[config.mk]
export PLATFORM = sky130hd
export DESIGN_NAME = key_entry
export DESIGN_NICKNAME = d
export VERILOG_FILES = /design/src/rtl/keypad_pkg.sv /design/src/rtl/key_debounce.sv /design/src/rtl/key_entry.sv
export SDC_FILE = /design/constraint.sdc
export NUM_CORES = 1
export LEC_CHECK = 0
export ABC_AREA = 1
export CAP_MARGIN = 20
export CORE_UTILIZATION = 54
export CTS_BUF_LIST = sky130_fd_sc_hd__clkbuf_4
export CTS_CLUSTER_SIZE = 28
export DETAILED_ROUTE_END_ITERATION = 8
export GPL_TIMING_DRIVEN = 0
export PLACE_DENSITY = 0.78
export REMOVE_ABC_BUFFERS = 1
export SLEW_MARGIN = 20
export SYNTH_ARGS = -nofsm -noshare
export SYNTH_HDL_FRONTEND = slang
export SYNTH_SLANG_ARGS = --single-unit
[constraint.sdc]
create_clock -name clk -period 4.1 [get_ports clk]
set_clock_uncertainty 0.15 [all_clocks]
set_input_delay 0.82 -clock clk [delete_from_list [all_inputs] [get_ports clk]]
set_output_delay 0.82 -clock clk [all_outputs]
set_load 0.02 [all_outputs]
[src/rtl/keypad_pkg.sv]
// Shared definitions for the keypad path: scanner code width, key-code map
// and the state encodings used by the entry front end.
package keypad_pkg;

  localparam int CODE_W = 5;

  localparam logic [CODE_W-1:0] KEY_PLUS = 5'd10;
  localparam logic [CODE_W-1:0] KEY_EQ   = 5'd11;
  localparam logic [CODE_W-1:0] KEY_CLR  = 5'd12;
  localparam logic [CODE_W-1:0] KEY_BS   = 5'd13;

  typedef enum logic [1:0] {
    ENTER_A = 2'd0,
    ENTER_B = 2'd1,
    ISSUE   = 2'd2
  } entry_state_t;

  typedef enum logic {
    DB_ARMED  = 1'b0,
    DB_LOCKED = 1'b1
  } db_state_t;

  function automatic logic is_digit_code(input logic [CODE_W-1:0] code);
    return (code <= 5'd9);
  endfunction

endpackage

[src/rtl/key_debounce.sv]
// Turns the raw scanner strobe into one press pulse per physical key press:
// counts matching hits while armed, then locks until a long enough release.
module key_debounce
  import keypad_pkg::*;
#(
  parameter int PRESS_HITS     = 4,
  parameter int RELEASE_CYCLES = 8
) (
  input  logic              clk,
  input  logic              rst_n,
  input  logic              key_flag,
  input  logic [CODE_W-1:0] key_code,
  output logic              press,
  output logic [CODE_W-1:0] press_code
);

  localparam logic [3:0] HITS_C    = 4'(PRESS_HITS);
  localparam logic [8:0] REL_C     = 9'(RELEASE_CYCLES);
  localparam logic [7:0] REL_SAT_C = 8'(RELEASE_CYCLES);

  db_state_t         db_state_r, db_state_nxt_s;
  logic [CODE_W-1:0] code_r, code_nxt_s;
  logic [3:0]        hits_r, hits_nxt_s, hits_inc_s;
  logic [7:0]        low_cnt_r, low_cnt_nxt_s;
  logic [8:0]        low_inc_s;
  logic              press_r, press_nxt_s;
  logic              release_s;

  // a different code (or an empty counter) restarts the hit count at one
  always_comb begin
    if (hits_r != 4'd0 && code_r == key_code) begin
      hits_inc_s = hits_r + 4'd1;
    end else begin
      hits_inc_s = 4'd1;
    end
    low_inc_s = {1'b0, low_cnt_r} + 9'd1;
    release_s = (low_inc_s >= REL_C);
  end

  // hit/release counting and ARMED/LOCKED transitions
  always_comb begin
    db_state_nxt_s = db_state_r;
    code_nxt_s     = code_r;
    hits_nxt_s     = hits_r;
    low_cnt_nxt_s  = low_cnt_r;
    press_nxt_s    = 1'b0;
    if (key_flag) begin
      low_cnt_nxt_s = 8'd0;
      if (db_state_r == DB_ARMED) begin
        code_nxt_s = key_code;
        if (hits_inc_s == HITS_C) begin
          press_nxt_s    = 1'b1;
          hits_nxt_s     = 4'd0;
          db_state_nxt_s = DB_LOCKED;
        end else begin
          hits_nxt_s = hits_inc_s;
        end
      end else begin
        hits_nxt_s = 4'd0;
      end
    end else if (release_s) begin
      low_cnt_nxt_s  = REL_SAT_C;
      hits_nxt_s     = 4'd0;
      db_state_nxt_s = DB_ARMED;
    end else begin
      low_cnt_nxt_s = low_inc_s[7:0];
    end
  end

  // debouncer state registers
  always_ff @(posedge clk or negedge rst_n) begin
    if (!rst_n) begin
      db_state_r <= DB_ARMED;
      code_r     <= 5'd0;
      hits_r     <= 4'd0;
      low_cnt_r  <= 8'd0;
      press_r    <= 1'b0;
    end else begin
      db_state_r <= db_state_nxt_s;
      code_r     <= code_nxt_s;
      hits_r     <= hits_nxt_s;
      low_cnt_r  <= low_cnt_nxt_s;
      press_r    <= press_nxt_s;
    end
  end

  assign press      = press_r;
  assign press_code = code_r;

endmodule

[src/rtl/key_entry.sv]
// Keypad front end: debounced key events edit two decimal operands, which are
// then offered to the adder as a pair over a valid/ready handshake.
module key_entry
  import keypad_pkg::*;
#(
  parameter int WIDTH          = 8,
  parameter int PRESS_HITS     = 4,
  parameter int RELEASE_CYCLES = 8
) (
  input  logic             clk,
  input  logic             rst_n,
  input  logic             key_flag,
  input  logic [4:0]       key_code,
  output logic [WIDTH-1:0] op_a,
  output logic [WIDTH-1:0] op_b,
  output logic             op_valid,
  input  logic             op_ready,
  output logic [WIDTH-1:0] disp_val,
  output logic [1:0]       entry_state,
  output logic             key_err
);

  logic              press_s;
  logic [CODE_W-1:0] press_code_s;

  key_debounce #(
    .PRESS_HITS     (PRESS_HITS),
    .RELEASE_CYCLES (RELEASE_CYCLES)
  ) u_debounce (
    .clk        (clk),
    .rst_n      (rst_n),
    .key_flag   (key_flag),
    .key_code   (key_code),
    .press      (press_s),
    .press_code (press_code_s)
  );

  entry_state_t     state_r, state_nxt_s;
  logic [WIDTH-1:0] acc_a_r, acc_b_r, op_a_r, op_b_r, disp_r;
  logic [WIDTH-1:0] acc_a_nxt_s, acc_b_nxt_s, op_a_nxt_s, op_b_nxt_s, disp_nxt_s;
  logic             op_valid_r, op_valid_nxt_s, key_err_r, key_err_nxt_s;
  logic             is_digit_s, is_plus_s, is_eq_s, is_clr_s, is_bs_s;
  logic [WIDTH-1:0] edit_acc_s, bs_val_s;
  logic [WIDTH+3:0] digit_sum_s;
  logic             digit_ovf_s;

  // key classification; events during ISSUE are dropped here
  always_comb begin
    is_digit_s = 1'b0;
    is_plus_s  = 1'b0;
    is_eq_s    = 1'b0;
    is_clr_s   = 1'b0;
    is_bs_s    = 1'b0;
    if (press_s && state_r != ISSUE) begin
      if (is_digit_code(press_code_s)) begin
        is_digit_s = 1'b1;
      end else begin
        case (press_code_s)
          KEY_PLUS: is_plus_s = 1'b1;
          KEY_EQ:   is_eq_s   = 1'b1;
          KEY_CLR:  is_clr_s  = 1'b1;
          KEY_BS:   is_bs_s   = 1'b1;
          default:  is_plus_s = 1'b0;
        endcase
      end
    end else begin
      is_digit_s = 1'b0;
    end
  end

  // acc*10 + d is formed 4 bits wider so overflow is detectable
  always_comb begin
    if (state_r == ENTER_B) begin
      edit_acc_s = acc_b_r;
    end else begin
      edit_acc_s = acc_a_r;
    end
    digit_sum_s = ({4'd0, edit_acc_s} << 3) + ({4'd0, edit_acc_s} << 1)
                + {{WIDTH{1'b0}}, press_code_s[3:0]};
    digit_ovf_s = |digit_sum_s[WIDTH+3:WIDTH];
    bs_val_s    = edit_acc_s / WIDTH'(10);
  end

  // entry FSM next state
  always_comb begin
    state_nxt_s = state_r;
    case (state_r)
      ENTER_A: begin
        if (is_plus_s) begin
          state_nxt_s = ENTER_B;
        end else begin
          state_nxt_s = ENTER_A;
        end
      end
      ENTER_B: begin
        if (is_clr_s) begin
          state_nxt_s = ENTER_A;
        end else if (is_eq_s) begin
          state_nxt_s = ISSUE;
        end else begin
          state_nxt_s = ENTER_B;
        end
      end
      ISSUE: begin
        if (op_ready) begin
          state_nxt_s = ENTER_A;
        end else begin
          state_nxt_s = ISSUE;
        end
      end
      default: state_nxt_s = ENTER_A;
    endcase
  end

  // entry FSM datapath and output values
  always_comb begin
    acc_a_nxt_s    = acc_a_r;
    acc_b_nxt_s    = acc_b_r;
    op_a_nxt_s     = op_a_r;
    op_b_nxt_s     = op_b_r;
    op_valid_nxt_s = op_valid_r;
    key_err_nxt_s  = 1'b0;
    case (state_r)
      ENTER_A, ENTER_B: begin
        if (is_digit_s) begin
          if (digit_ovf_s) begin
            key_err_nxt_s = 1'b1;
          end else if (state_r == ENTER_A) begin
            acc_a_nxt_s = digit_sum_s[WIDTH-1:0];
          end else begin
            acc_b_nxt_s = digit_sum_s[WIDTH-1:0];
          end
        end else if (is_bs_s) begin
          if (state_r == ENTER_A) begin
            acc_a_nxt_s = bs_val_s;
          end else begin
            acc_b_nxt_s = bs_val_s;
          end
        end else if (is_clr_s) begin
          acc_a_nxt_s = {WIDTH{1'b0}};
          acc_b_nxt_s = {WIDTH{1'b0}};
          op_a_nxt_s  = {WIDTH{1'b0}};
          op_b_nxt_s  = {WIDTH{1'b0}};
        end else if (is_plus_s) begin
          if (state_r == ENTER_A) begin
            op_a_nxt_s = acc_a_r;
          end else begin
            key_err_nxt_s = 1'b1;
          end
        end else if (is_eq_s) begin
          if (state_r == ENTER_B) begin
            op_b_nxt_s     = acc_b_r;
            op_valid_nxt_s = 1'b1;
          end else begin
            key_err_nxt_s = 1'b1;
          end
        end else begin
          key_err_nxt_s = 1'b0;
        end
      end
      ISSUE: begin
        if (op_ready) begin
          op_valid_nxt_s = 1'b0;
          acc_a_nxt_s    = {WIDTH{1'b0}};
          acc_b_nxt_s    = {WIDTH{1'b0}};
        end else begin
          op_valid_nxt_s = 1'b1;
        end
      end
      default: op_valid_nxt_s = 1'b0;
    endcase

    case (state_nxt_s)
      ENTER_A: disp_nxt_s = acc_a_nxt_s;
      ENTER_B: disp_nxt_s = acc_b_nxt_s;
      ISSUE:   disp_nxt_s = op_b_nxt_s;
      default: disp_nxt_s = {WIDTH{1'b0}};
    endcase
  end

  // FSM state register
  always_ff @(posedge clk or negedge rst_n) begin
    if (!rst_n) begin
      state_r <= ENTER_A;
    end else begin
      state_r <= state_nxt_s;
    end
  end

  // operand, accumulator and output registers
  always_ff @(posedge clk or negedge rst_n) begin
    if (!rst_n) begin
      acc_a_r    <= {WIDTH{1'b0}};
      acc_b_r    <= {WIDTH{1'b0}};
      op_a_r     <= {WIDTH{1'b0}};
      op_b_r     <= {WIDTH{1'b0}};
      disp_r     <= {WIDTH{1'b0}};
      op_valid_r <= 1'b0;
      key_err_r  <= 1'b0;
    end else begin
      acc_a_r    <= acc_a_nxt_s;
      acc_b_r    <= acc_b_nxt_s;
      op_a_r     <= op_a_nxt_s;
      op_b_r     <= op_b_nxt_s;
      disp_r     <= disp_nxt_s;
      op_valid_r <= op_valid_nxt_s;
      key_err_r  <= key_err_nxt_s;
    end
  end

  assign op_a        = op_a_r;
  assign op_b        = op_b_r;
  assign op_valid    = op_valid_r;
  assign disp_val    = disp_r;
  assign entry_state = state_r;
  assign key_err     = key_err_r;

endmodule

==> reports/metrics.cfg <==
[setup_path]
worstPathMaxFanout = 9
worst_reg2reg_endpoint = disp_val[3]$_DFF_PN0_
timing_worst_setup_path_type = reg -> reg
kind_of_end_point_of_the_critical_path = register
required_ns = 4.30
startpoint_type = register
critical_path_arrival_ns = 4.08
max_stage_delay_ns = 0.47
setup.worst_path.start = entry_state[1]$_DFF_PN0_
ff2ff_setup_slack_ns = 0.21
reg2regPathDepth = 20
cell_type_with_the_highest_occurrence_count_on_the_critical_path = sky130_fd_sc_hd__a21oi_1
critical_path.endpoint = disp_val[3]$_DFF_PN0_
timing.critical_path.slowest_stage_cell = sky130_fd_sc_hd__dfrtp_2
reg2reg_from = entry_state[1]$_DFF_PN0_
worstPathCellList = inv_8, nand2_4, a21oi_2, buf_4, inv_1, ha_1, ha_1, a21oi_1, o31ai_4, a21oi_1, nor2_1, o21ai_0, nand2_1, nor2_4, inv_4, o21ai_1, a21oi_1, o32ai_2, nand2_1, nand3_1

[routing]
route.final.wire_length_mm = 10.5
drt-initial-drc-count = 464
route.met2.wl_mm = 5.10
postRouteAntennaNets = 0
drt_pre_antenna_iters = 6
detail_route.wirelength.met1_mm = 4.25
met3RoutedLength_um = 717
drc_errors = 0
maxUsedRoutingLayer = met4
detailroute.via_count = 3937
route.detailed.vias_per_inst = 5.68
routedWlPerCell_um = 15.2

[run_status]
run_status = finished clean

[timing]
hold_viol = 0
timing.final.crit_share = 0.948
final_max_slew_viol_count = 0
timing.max_slew.rel_slack = 0.315
period_needed_ns = 3.89
hold-worst-slack_ns = 0.179
max_freq_mhz = 257
setup_violations = 0
worst_pin_slew_ns = 1.02

[clock_network]
clock_sinks = 63
tritoncts_clock_tree = built
cts.reportedPaths.clkPinSlew_ns = 0.11
clockRootBuffer = sky130_fd_sc_hd__clkbuf_4
clock_latency_ns = 0.41
cts_bufs_inserted = 9
cts_max_path_buffers = 2
cts.htree.levels = 3

[pwr]
clockPowerShare = 0.295
total_power_uw = 1620
power_frac_seq = 0.422
power.density_cell_area_mw_per_mm2 = 329
power_switching_share = 0.336
vdd_drop_max_v = 0.000276
power_leakage_uw = 0.00240
power_frac_comb = 0.283
net-switching-power_uw = 545
internal_power_uw = 1080

[final_layout]
final_core_utilization = 0.677
antenna_cells = 0
final_layout_size_suffix_gt1_frac = 0.148
finalInstanceArea_mm2 = 0.00494
final_nets = 619
area.growth.synth_to_final_pct = 20.2

[worst_hold_path]
hold_path_class = in -> async

[global_routing]
grt-ovfl-total = 0
global_route_wire_length_before_repair_mm = 16.9
groute.usage.overall = 0.283
grt_antenna_before_repair = 0
largest_net_degree_at_the_start_of_global_routing = 34
vias_in_the_first_global_route = 3756

[place]
gp_congestion = 0.939
post-dp-hpwl_mm = 7.52
buffer_ports.inserted = 36
placement.cell_area_mm2 = 0.00458

[floorplanning]
top_level_ports = 37
chipHeight_um = 89.2
die_area_mm2 = 0.00796
initial_core_util = 0.563
core_area_mm2 = 0.00729
std_cell_rows = 31
die_boundary_width_um = 89.2

[flow_run]
max-cap-violations = 0

[synthesis]
seq_area_frac_synth = 0.384
synth.cells.most_frequent = 105 x sky130_fd_sc_hd__nand2_1, 77 x sky130_fd_sc_hd__inv_1, 63 x sky130_fd_sc_hd__dfrtp_1
number_of_enable_type_register_cells_in_the_synthesized_netlist = 0
yosys.cell_count.top_type = sky130_fd_sc_hd__nand2_1
synth.cell_area_mm2 = 0.00411
synthesis_stage_register_bit_count = 63
postSynth.topFlopCell = sky130_fd_sc_hd__dfrtp_1
syn-instance-count = 534
synth_top_area_frac = 0.384
yosysTopAreaCell = sky130_fd_sc_hd__dfrtp_1
ys_types = 45
yosysWarningCount = 0
post_synth.cell_area_avg_um2 = 7.69
async_reset_ff_frac = 1.00
synth.area.top_cells = sky130_fd_sc_hd__dfrtp_1 38%, sky130_fd_sc_hd__nand2_1 9.6%, sky130_fd_sc_hd__inv_1 7.0%, sky130_fd_sc_hd__ha_1 6.1%, sky130_fd_sc_hd__o21ai_0 5.7%

## power groups by stage
| stage | Sequential, uW | Combinational [uW] | Clock [uW] |
|---|---|---|---|
| after floorplan | 702 | 287 | 0 |
| after global placement | 694 | 409 | 0 |
| after detailed placement | 695 | 426 | 0 |
| after CTS | 684 | 441 | 483 |
| after global routing | 689 | 511 | 506 |
| final | 685 | 460 | 479 |
## cell type report
type,count,area (um^2)
clock buffers,11,82.6
inverters,83,322
flip-flops and latches,63,1580
clock inverters,5,72.6
repair buffers,52,503
well taps,99,124
fillers,626,2350
multi-input cells,380,2250
## cell families after synthesis
group | Yosys count | share of synthesized area
AND/OR/NAND/NOR | 207 | 0.236
AO/OA/AOI/OAI | 132 | 0.192
XOR/XNOR | 14 | 0.0299
other | 1 | 0.000913
buffers and inverters | 95 | 0.0892
flip-flops | 63 | 0.384
adder cells (fa/ha/maj) | 21 | 0.0658
multiplexers | 1 | 0.00244
## sequential cells by signal, indices dropped and copies added (netlist names)
signal	flops
op_valid	1
op_a	8
u_debounce.press	1
u_debounce.press_code	5
acc_b_r	8
op_b	8
acc_a_r	8
key_err	1
u_debounce.hits_r	4
disp_val	8
u_debounce.db_state_r	1
entry_state	2
u_debounce.low_cnt_r	8
## worst min-delay path by stage
stage / from / to
finish: rst_n / op_a[1]$_DFFE_PN0P_
global route: rst_n / op_a[1]$_DFFE_PN0P_
CTS: rst_n / op_a[1]$_DFFE_PN0P_
detailed placement: op_valid$_DFFE_PN0P_ / op_valid$_DFFE_PN0P_
global placement: op_a[3]$_DFFE_PN0P_ / op_a[3]$_DFFE_PN0P_
floorplan: u_debounce.low_cnt_r[0]$_DFF_PN0_ / u_debounce.low_cnt_r[0]$_DFF_PN0_
## per-layer routing
| metal | up-vias | track usage |
|---|---|---|
| li1 | 1876 | - |
| met1 | 1845 | 0.332 |
| met2 | 168 | 0.486 |
| met3 | 48 | 0.0563 |
| met4 | 0 | 0.152 |
| met5 | - | 0.0325 |
## through the flow
| stage | worst slack (ns) | setup TNS (ns) | cells |
|---|---|---|---|
| final | 0.213 | 0 | 693 |
| after global routing | -0.0346 | -0.0425 | 693 |
| after CTS | 0.0228 | 0 | 681 |
| after detailed placement | -0.851 | -14.46 | 662 |
| after global placement | -0.771 | -12.70 | 660 |
| after floorplan | -0.0166 | -0.0166 | 525 |
## placed cells by master, fill, tap and decap left out, types with 3 or more instances in the layout
cell                              count
sky130_fd_sc_hd__conb_1               4
sky130_fd_sc_hd__nand3_2              5
sky130_fd_sc_hd__inv_2                6
sky130_fd_sc_hd__nand2_4              6
sky130_fd_sc_hd__nor3_1               6
sky130_fd_sc_hd__o21ai_1              9
sky130_fd_sc_hd__o21ai_0             43
sky130_fd_sc_hd__nand3_1             29
sky130_fd_sc_hd__ha_1                20
sky130_fd_sc_hd__a21oi_1             30
sky130_fd_sc_hd__a21oi_2              4
sky130_fd_sc_hd__dfrtp_1             61
sky130_fd_sc_hd__xor2_1               9
sky130_fd_sc_hd__xnor2_1              5
sky130_fd_sc_hd__nand2_2             15
sky130_fd_sc_hd__a31oi_1              5
sky130_fd_sc_hd__o211ai_1             6
sky130_fd_sc_hd__buf_4               15
sky130_fd_sc_hd__inv_1               75
sky130_fd_sc_hd__nand4_1              3
sky130_fd_sc_hd__a21oi_4              3
sky130_fd_sc_hd__a21o_1               3
sky130_fd_sc_hd__nor2_1              31
sky130_fd_sc_hd__clkbuf_4            11
sky130_fd_sc_hd__clkdlybuf4s50_1     35
sky130_fd_sc_hd__o22ai_1             16
sky130_fd_sc_hd__nand2_1            104
## critical path: cells and delay by family (launching register included)
kind                       cells  cell delay, ns
AOI/OAI and AO/OA              8            1.38
and+or+nand+nor                6            0.78
adders and majority gates      2            0.64
DFF                            1            0.47
buffers and inverters          4            0.43
## what timing repair did
item,in CTS,in global routing
buffers inserted,3,11
hold buffers,0,0
setup endpoints to repair,24,22
cloned,0,1
gates resized for setup,14,9
pin swaps,0,6
Power figures use the tool's default switching activity.
